==> src/rtl/vga_sync.sv <==
// 640x480@60 VGA timing generator: pixel-rate divider, h/v counters and registered sync/bright decode.
// Optional frame_tick output enabled by defining VGA_FRAME_TICK_EN.
`timescale 1ns/1ps
module vga_sync #(
  parameter int CLK_DIV = 2,
  parameter int H_FP    = 16,
  parameter int H_SYNC  = 96,
  parameter int H_BP    = 48,
  parameter int H_TOTAL = 800,
  parameter int V_FP    = 10,
  parameter int V_SYNC  = 2,
  parameter int V_BP    = 29,
  parameter int V_TOTAL = 521
) (
  input  logic       clk,
  input  logic       rst,
  output logic       pixel_tick,
  output logic [9:0] h_count,
  output logic [9:0] v_count,
  output logic       hsync,
  output logic       vsync,
  output logic       bright
`ifdef VGA_FRAME_TICK_EN
  ,
  output logic       frame_tick
`endif
);

  localparam logic [3:0] DIV_MAX  = 4'(CLK_DIV - 1);
  localparam logic [9:0] H_MAX    = 10'(H_TOTAL - 1);
  localparam logic [9:0] V_MAX    = 10'(V_TOTAL - 1);
  localparam logic [9:0] HS_START = 10'(H_FP);
  localparam logic [9:0] HS_END   = 10'(H_FP + H_SYNC);
  localparam logic [9:0] H_VIS    = 10'(H_FP + H_SYNC + H_BP);
  localparam logic [9:0] VS_START = 10'(V_FP);
  localparam logic [9:0] VS_END   = 10'(V_FP + V_SYNC);
  localparam logic [9:0] V_VIS    = 10'(V_FP + V_SYNC + V_BP);

  logic [3:0] div_q, div_d;
  logic [9:0] h_q, h_d;
  logic [9:0] v_q, v_d;
  logic       hsync_q, hsync_d;
  logic       vsync_q, vsync_d;
  logic       bright_q, bright_d;
  logic       pixel_tick_q, pixel_tick_d;
  logic       update;
  logic       frame_wrap;

  always_comb begin
    update       = (div_q == DIV_MAX);
    frame_wrap   = update && (h_q == H_MAX) && (v_q == V_MAX);
    div_d        = div_q;
    h_d          = h_q;
    v_d          = v_q;
    pixel_tick_d = update;

    if (update) begin
      div_d = 4'd0;
      if (h_q == H_MAX) begin
        h_d = 10'd0;
        if (v_q == V_MAX) v_d = 10'd0;
        else              v_d = v_q + 10'd1;
      end else begin
        h_d = h_q + 10'd1;
      end
    end else begin
      div_d = div_q + 4'd1;
    end

    // Decode from next-state counts so the registered outputs align with the counters.
    hsync_d  = !((h_d >= HS_START) && (h_d < HS_END));
    vsync_d  = !((v_d >= VS_START) && (v_d < VS_END));
    bright_d = (h_d >= H_VIS) && (v_d >= V_VIS);
  end

  always_ff @(posedge clk or posedge rst) begin
    if (rst) begin
      div_q        <= 4'd0;
      h_q          <= 10'd0;
      v_q          <= 10'd0;
      hsync_q      <= 1'b1;
      vsync_q      <= 1'b1;
      bright_q     <= 1'b0;
      pixel_tick_q <= 1'b0;
    end else begin
      div_q        <= div_d;
      h_q          <= h_d;
      v_q          <= v_d;
      hsync_q      <= hsync_d;
      vsync_q      <= vsync_d;
      bright_q     <= bright_d;
      pixel_tick_q <= pixel_tick_d;
    end
  end

  assign pixel_tick = pixel_tick_q;
  assign h_count    = h_q;
  assign v_count    = v_q;
  assign hsync      = hsync_q;
  assign vsync      = vsync_q;
  assign bright     = bright_q;

`ifdef VGA_FRAME_TICK_EN
  logic frame_tick_q, frame_tick_d;

  always_comb begin
    frame_tick_d = frame_wrap;
  end

  always_ff @(posedge clk or posedge rst) begin
    if (rst) frame_tick_q <= 1'b0;
    else     frame_tick_q <= frame_tick_d;
  end

  assign frame_tick = frame_tick_q;
`else
  logic unused_frame_wrap;
  assign unused_frame_wrap = frame_wrap;
`endif

endmodule
==> config.mk <==
export PLATFORM = sky130hd
export DESIGN_NAME = vga_sync
export DESIGN_NICKNAME = d
export VERILOG_FILES = /design/src/rtl/vga_sync.sv
export SDC_FILE = /design/constraint.sdc
export NUM_CORES = 1
export LEC_CHECK = 0
export ABC_AREA = 1
export ABC_CLOCK_PERIOD_IN_PS = 2300
export BUFFER_PORTS_ARGS = -buffer_cell sky130_fd_sc_hd__buf_2
export CORE_MARGIN = 5
export CORE_UTILIZATION = 25
export CTS_CLUSTER_DIAMETER = 120
export DETAILED_ROUTE_END_ITERATION = 8
export PLACE_DENSITY_LB_ADDON = 0.2
export SYNTH_ARGS = -nofsm -noshare
export SYNTH_HDL_FRONTEND = slang
export SYNTH_SLANG_ARGS = --single-unit
==> constraint.sdc <==
create_clock -name clk -period 2.3 [get_ports clk]
set_input_delay 0.23 -clock clk [delete_from_list [all_inputs] [get_ports clk]]
set_output_delay 0.23 -clock clk [all_outputs]
set_load 0.01 [all_outputs]
* Word-level counts from Yosys, hierarchy flattened
Index checks and enable logic that the tools add are counted.
Cells by class: equality and inequality tests 3, magnitude comparators 6, shift-type cells 0, bitwise gates (word level) 0, add/subtract/negate cells 3, reduce and logical (&&, ||, !) cells 5, multiply operators 0, div/mod/pow operators 0, multiplexer cells 6
Operators by type and width (count):
- $mux 10 | 5
- $add 10x1->10 const B | 2
- $eq 10x10->1 const B | 2
- $ge 10x4->1 const B | 1
- $ge 10x5->1 const B | 1
- $ge 10x6->1 const B | 1
- $ge 10x8->1 const B | 1
- $lt 10x4->1 const B | 1
- $lt 10x7->1 const B | 1
- $add 4x1->4 const B | 1
- $eq 4x1->1 const B | 1
- $mux 4 | 1
- $logic_and 1x1->1 | 3
- $logic_not 1->1 | 2
Word-level totals: bits in latches 0, word-level logic and storage cells 30, input port bits 2, bits in writable memories 0, ROM bits 0, memories kept 0, flip-flop bits (word level) 28

* Depth between registers and ports, before layout
depth in word-level cells 7, mapped depth 13

* Worst setup path after synthesis
OpenSTA, ideal clock, no wires.
kind register to register, from reg h_q[0], in the netlist h_count[0], to reg bright_q, in the netlist bright, data arrival time 1654 ps, stages on the path, launching flop included 12, path slack 526 ps, clock period less this slack 1774 ps, path through dfrtp_1 -> ha_1 -> nand3_2 -> nor2_4 -> nand2_4 -> nor2_8 -> buf_6 -> nand3_1 -> nand3_2 -> nand2_2 -> nor2_4 -> a21oi_2
Between the ends: word-level cells in the longest chain between the ends 5, elaborated cells on any way between the ends 9, those cells by class add/sub: 1; order compare: 2; eq/ne: 1; mux: 4; reduce/logical: 1
Ends and longest elaborated chain:
- from (decl) | line 40 | logic [9:0] h_q, h_d;
- from (signal assigned) | line 79 | h_q <= 10'd0;
- from (signal assigned) | line 87 | h_q <= h_d;
- $add 10x1->10 / $eq 10x10->1 (equally long branches) | line 64, 59
- $mux 10 | line 59 | if (h_q == H_MAX) begin
- $mux 10 | line 57 | if (update) begin
- $ge 10x8->1 / $ge 10x6->1 (equally long branches) | line 73 | bright_d = (h_d >= H_VIS) && (v_d >= V_VIS);
- $logic_and 1x1->1 (*) | line 73
- via bright_d | line 44 | logic bright_q, bright_d;
- to (signal assigned) | line 91 | bright_q <= bright_d;
- to (decl) | line 44
Mark *: on every way through the listed nets, which the timed path passes. The rest lies on a longest branch.

* Worst setup path after layout
from reg h_q[0], in the netlist h_count[0], to reg bright_q, in the netlist bright
Between the ends: word-level cells in the longest chain between the ends 5, elaborated cells on any way between the ends 9, those cells by class add/sub: 1; order compare: 2; eq/ne: 1; mux: 4; reduce/logical: 1
Ends and longest elaborated chain:
- $eq 10x10->1 | line 59
- $mux 10 | line 59
- $mux 10 | line 57
- via v_d[3] | line 41 | logic [9:0] v_q, v_d;
- $ge 10x6->1 | line 73
- $logic_and 1x1->1 | line 73
- via bright_d | line 44
The timed path passes the listed nets, and every way through them passes these cells.

==> results.md <==
- Status: completed
- DR vias/cell: 4.56
- Dominant cell type by area after synthesis: dfrtp_1
- Top cells by area, synth: dfrtp_1 38%, nand2_1 14%, inv_1 9.0%, nand3_1 6.8%, nand4_1 4.0%
- Total GRT Usage: 10.6%
- CP bufs+invs: 1
- CP Data Required Time: 2.52 ns
- Hold WC Path Type: in -> async
- GR Layer Usage met2: 16.7%
- Post-cts sizing count: 0
- Compound-gate portion of the synthesized area: 4.85%
- Xor/xnor cell area share of the yosys netlist: 1.03%
- Clock Path Buffers: 2
- Pint: 0.728 mW
- Post-CTS setup repair buffer count: 0
- Final period utilization: 83.7%
- Max_slew headroom: 50.4%
- Buffers added on ports: 25
- Net Sw Power: 0.178 mW
- Antenna Cells: 0
- Clock group share of total power: 44.3%
- Clock sink count: 28
- Fillers: 712
- Site row count: 30
- GPL Wtd Cong: 0.832
- Mean Syn Cell Area: 7.44 sq um
- Hold buffers post-CTS: 0
- # Max-Cap Violations: 0
- Largest net degree at the start of global routing: 20
- Routed Antenna Nets: 0
- Worst Setup Start Kind: flip-flop
- Antenna violations before repair: 0
- Clk root buf: clkbuf_8
- Cell with the most instances after synthesis: nand2_1
- Worst path cell trace: ha_1 -> nand4_1 -> nor2_1 -> nand2_1 -> o21ai_1 -> nand2_1 -> inv_1 -> nand2_1 -> nand2_1 -> nand2_1 -> a21oi_2
- Fin Setup TNS: 0 ns
- FFs w/ async S/R, synth: 100%
- Htree depth: 1
- Library cells used by synthesis: 30
- WS Path Type: reg -> reg
- DR iter-0 viols: 71
- Final #Nets: 264
- VDD IR max: 260 uV
- Worst Path Max Fanout: 6
- Finished Layout Cells: 338
- Placed cell area: 1930 sq um
- Largest family of logic cells by synthesized area: simple AND/OR/NAND/NOR gates
- Die H: 92.5 microns
- Reg power frac: 54.3%
- Final min period: 1.93 ns
- Combinational power share: 1.5%
- Pwr/cell area: 454 nW/um^2
- Register clock-pin slew on the reported worst setup and hold paths: 0.10 ns
- FF+latch count, synth: 28
- Cell area after layout: 2000 sq um
- Routing usage on met1: 14.7%
- WL final: 4.29 mm
- Synthesized instance count: 229
- Layout area overhead: 17.3%
- Io pins: 26
- Final setup viols: 0
- Arrival time worst endpoint: 2.15 ns
- Top post-synthesis cells by count: 63 x nand2_1, 41 x inv_1, 26 x dfrtp_1, 23 x nand3_1, 14 x nor2_1
- Yosys warnings: 0
- Dpl cells: 334
- CTS tree: done
- Die area: 8560 sq um
- Worst skew pair latency: 0.28 ns
- GR met3 Demand/Resource: 2.36%
- Final Skew: 0.00229 ns
- GRT overflow: 0
- Ratio of cells with drive above 1 in the final layout: 21.3%
- Final Hold Vio Count: 0
- Final worst slack: 0.374 ns
- Max stage delay on crit path: 0.43 ns
- WL/cell: 12.7 microns
- Vias in the first global route: 1,539
- Initial Utilization: 25.3%
- Critical path's slowest cell: dfrtp_1
- Global-route wire length before repair: 7.34 mm
- Die Wd: 92.5 microns
- Total number of vias: 1,542
- 1st-pass router iterations: 4
- Simple-gate share of the synthesized area: 39.8%
- Mapped Nets: 234
- Top delay family on crit path: simple AND/OR/NAND/NOR gates
- Adder-Cell Fraction of Synth Area: 2.20%
- Core area: 6720 sq um
- Residual DRC count: 0
- Lkg Pwr: 1.16 nW
- CP endpoint kind: flip-flop
- Sw Ratio: 19.7%
- Placement Setup Slack: 0.396 ns
- Top cell type's share of synthesized area: 38.2%
- Mux cell area share after synthesis: 0%
- EDFF count, synth: 0
- CP dominant cell by count: nand2_1
- F_max: 0.519 GHz
- Cell Area, Synth: 1700 sq um
- TritonCTS buffer count: 3
- RSZ-0062 raised after global routing: false
- Grt peak-use layer: met2
- Post-DP HPWL: 3.27 mm
- Total power: 0.907 mW
- Top_reg_cell synth: dfrtp_1
- Slew @ Worst Pin: 0.743 ns
- Sequential cell area fraction in the yosys report: 41.3%
- Final Max Tran Viols: 0
==> power by group through the flow <==
stage	registers, mW	clock network, mW	logic [mW]
after floorplan	0.502	0	0.00726
after global placement	0.502	0	0.0145
after detailed placement	0.502	0	0.0144
after CTS	0.492	0.417	0.0146
after global routing	0.492	0.432	0.0163
final	0.492	0.401	0.0133
==> path summary, 6_finish.rpt <==
path | from | cells after the start | slack (ns) | to
worst max-delay path | h_count[0]$_DFF_PP0_ | 11 | 0.37 | bright$_DFF_PP0_
worst max register to register | h_count[0]$_DFF_PP0_ | 11 | 0.37 | bright$_DFF_PP0_
worst min-delay path | rst | 2 | 0.06 | h_count[5]$_DFF_PP0_
max in group asynchronous | rst | 3 | 1.66 | v_count[6]$_DFF_PP0_
worst min register to register | div_q[0]$_DFF_PP0_ | 1 | 0.54 | div_q[0]$_DFF_PP0_
min in group clk | div_q[0]$_DFF_PP0_ | 1 | 0.54 | div_q[0]$_DFF_PP0_
==> placed cells by master (no fill, tap or decap), drive strengths merged, types with 2 or more instances in the layout <==
cell type and n:
nand2 71, a21oi 2, nor3 6, buf 27, o21ai 11, nand3 25, nand4 12, clkbuf 3
ha 3, dfstp 2, dfrtp 26, nor2 20, inv 44
==> final cells by class <==
cell class              count  area (sq um)  area share (%)
clock buffers               3          41.3            2.07
clock inverters             1          30.0            1.50
inverters                  44           168            8.39
multi-input cells         155           816            40.8
flip-flops and latches     28           703            35.2
well taps                  80           100            5.01
repair buffers             27           140            7.01
==> cell families (layout without fill, tap and decap cells) <==
kind of cell	count (synthesis)	after routing
AND/OR/NAND/NOR	135	135
buffers and inverters	46	75
flip-flops	28	28
AO/OA/AOI/OAI	15	15
adder cells (fa/ha/maj)	3	3
XOR/XNOR	2	2
==> layer usage <==
metal | vias up | part of all wire [%] | routed length [microns]
li1 | 780 | - | -
met1 | 708 | 50 | 2150
met2 | 48 | 43 | 1840
met3 | 6 | 5.2 | 225
met4 | 0 | 1.8 | 77
met5 | - | 0 | 0
==> flip-flops by register name (all words and copies together) (netlist names) <==
name,flops
h_count,10
v_count,10
div_q,4
bright,1
hsync,1
pixel_tick,1
vsync,1
==> stage by stage <==
step	utilization (%)	hold slack [ns]
after floorplan	-	0.294
final	29.7	0.0577
after detailed placement	28.7	0.399
after global placement	28.7	0.392
after global routing	29.7	0.133
after CTS	29.7	0.0878
(Power assumes the default switching activity.)
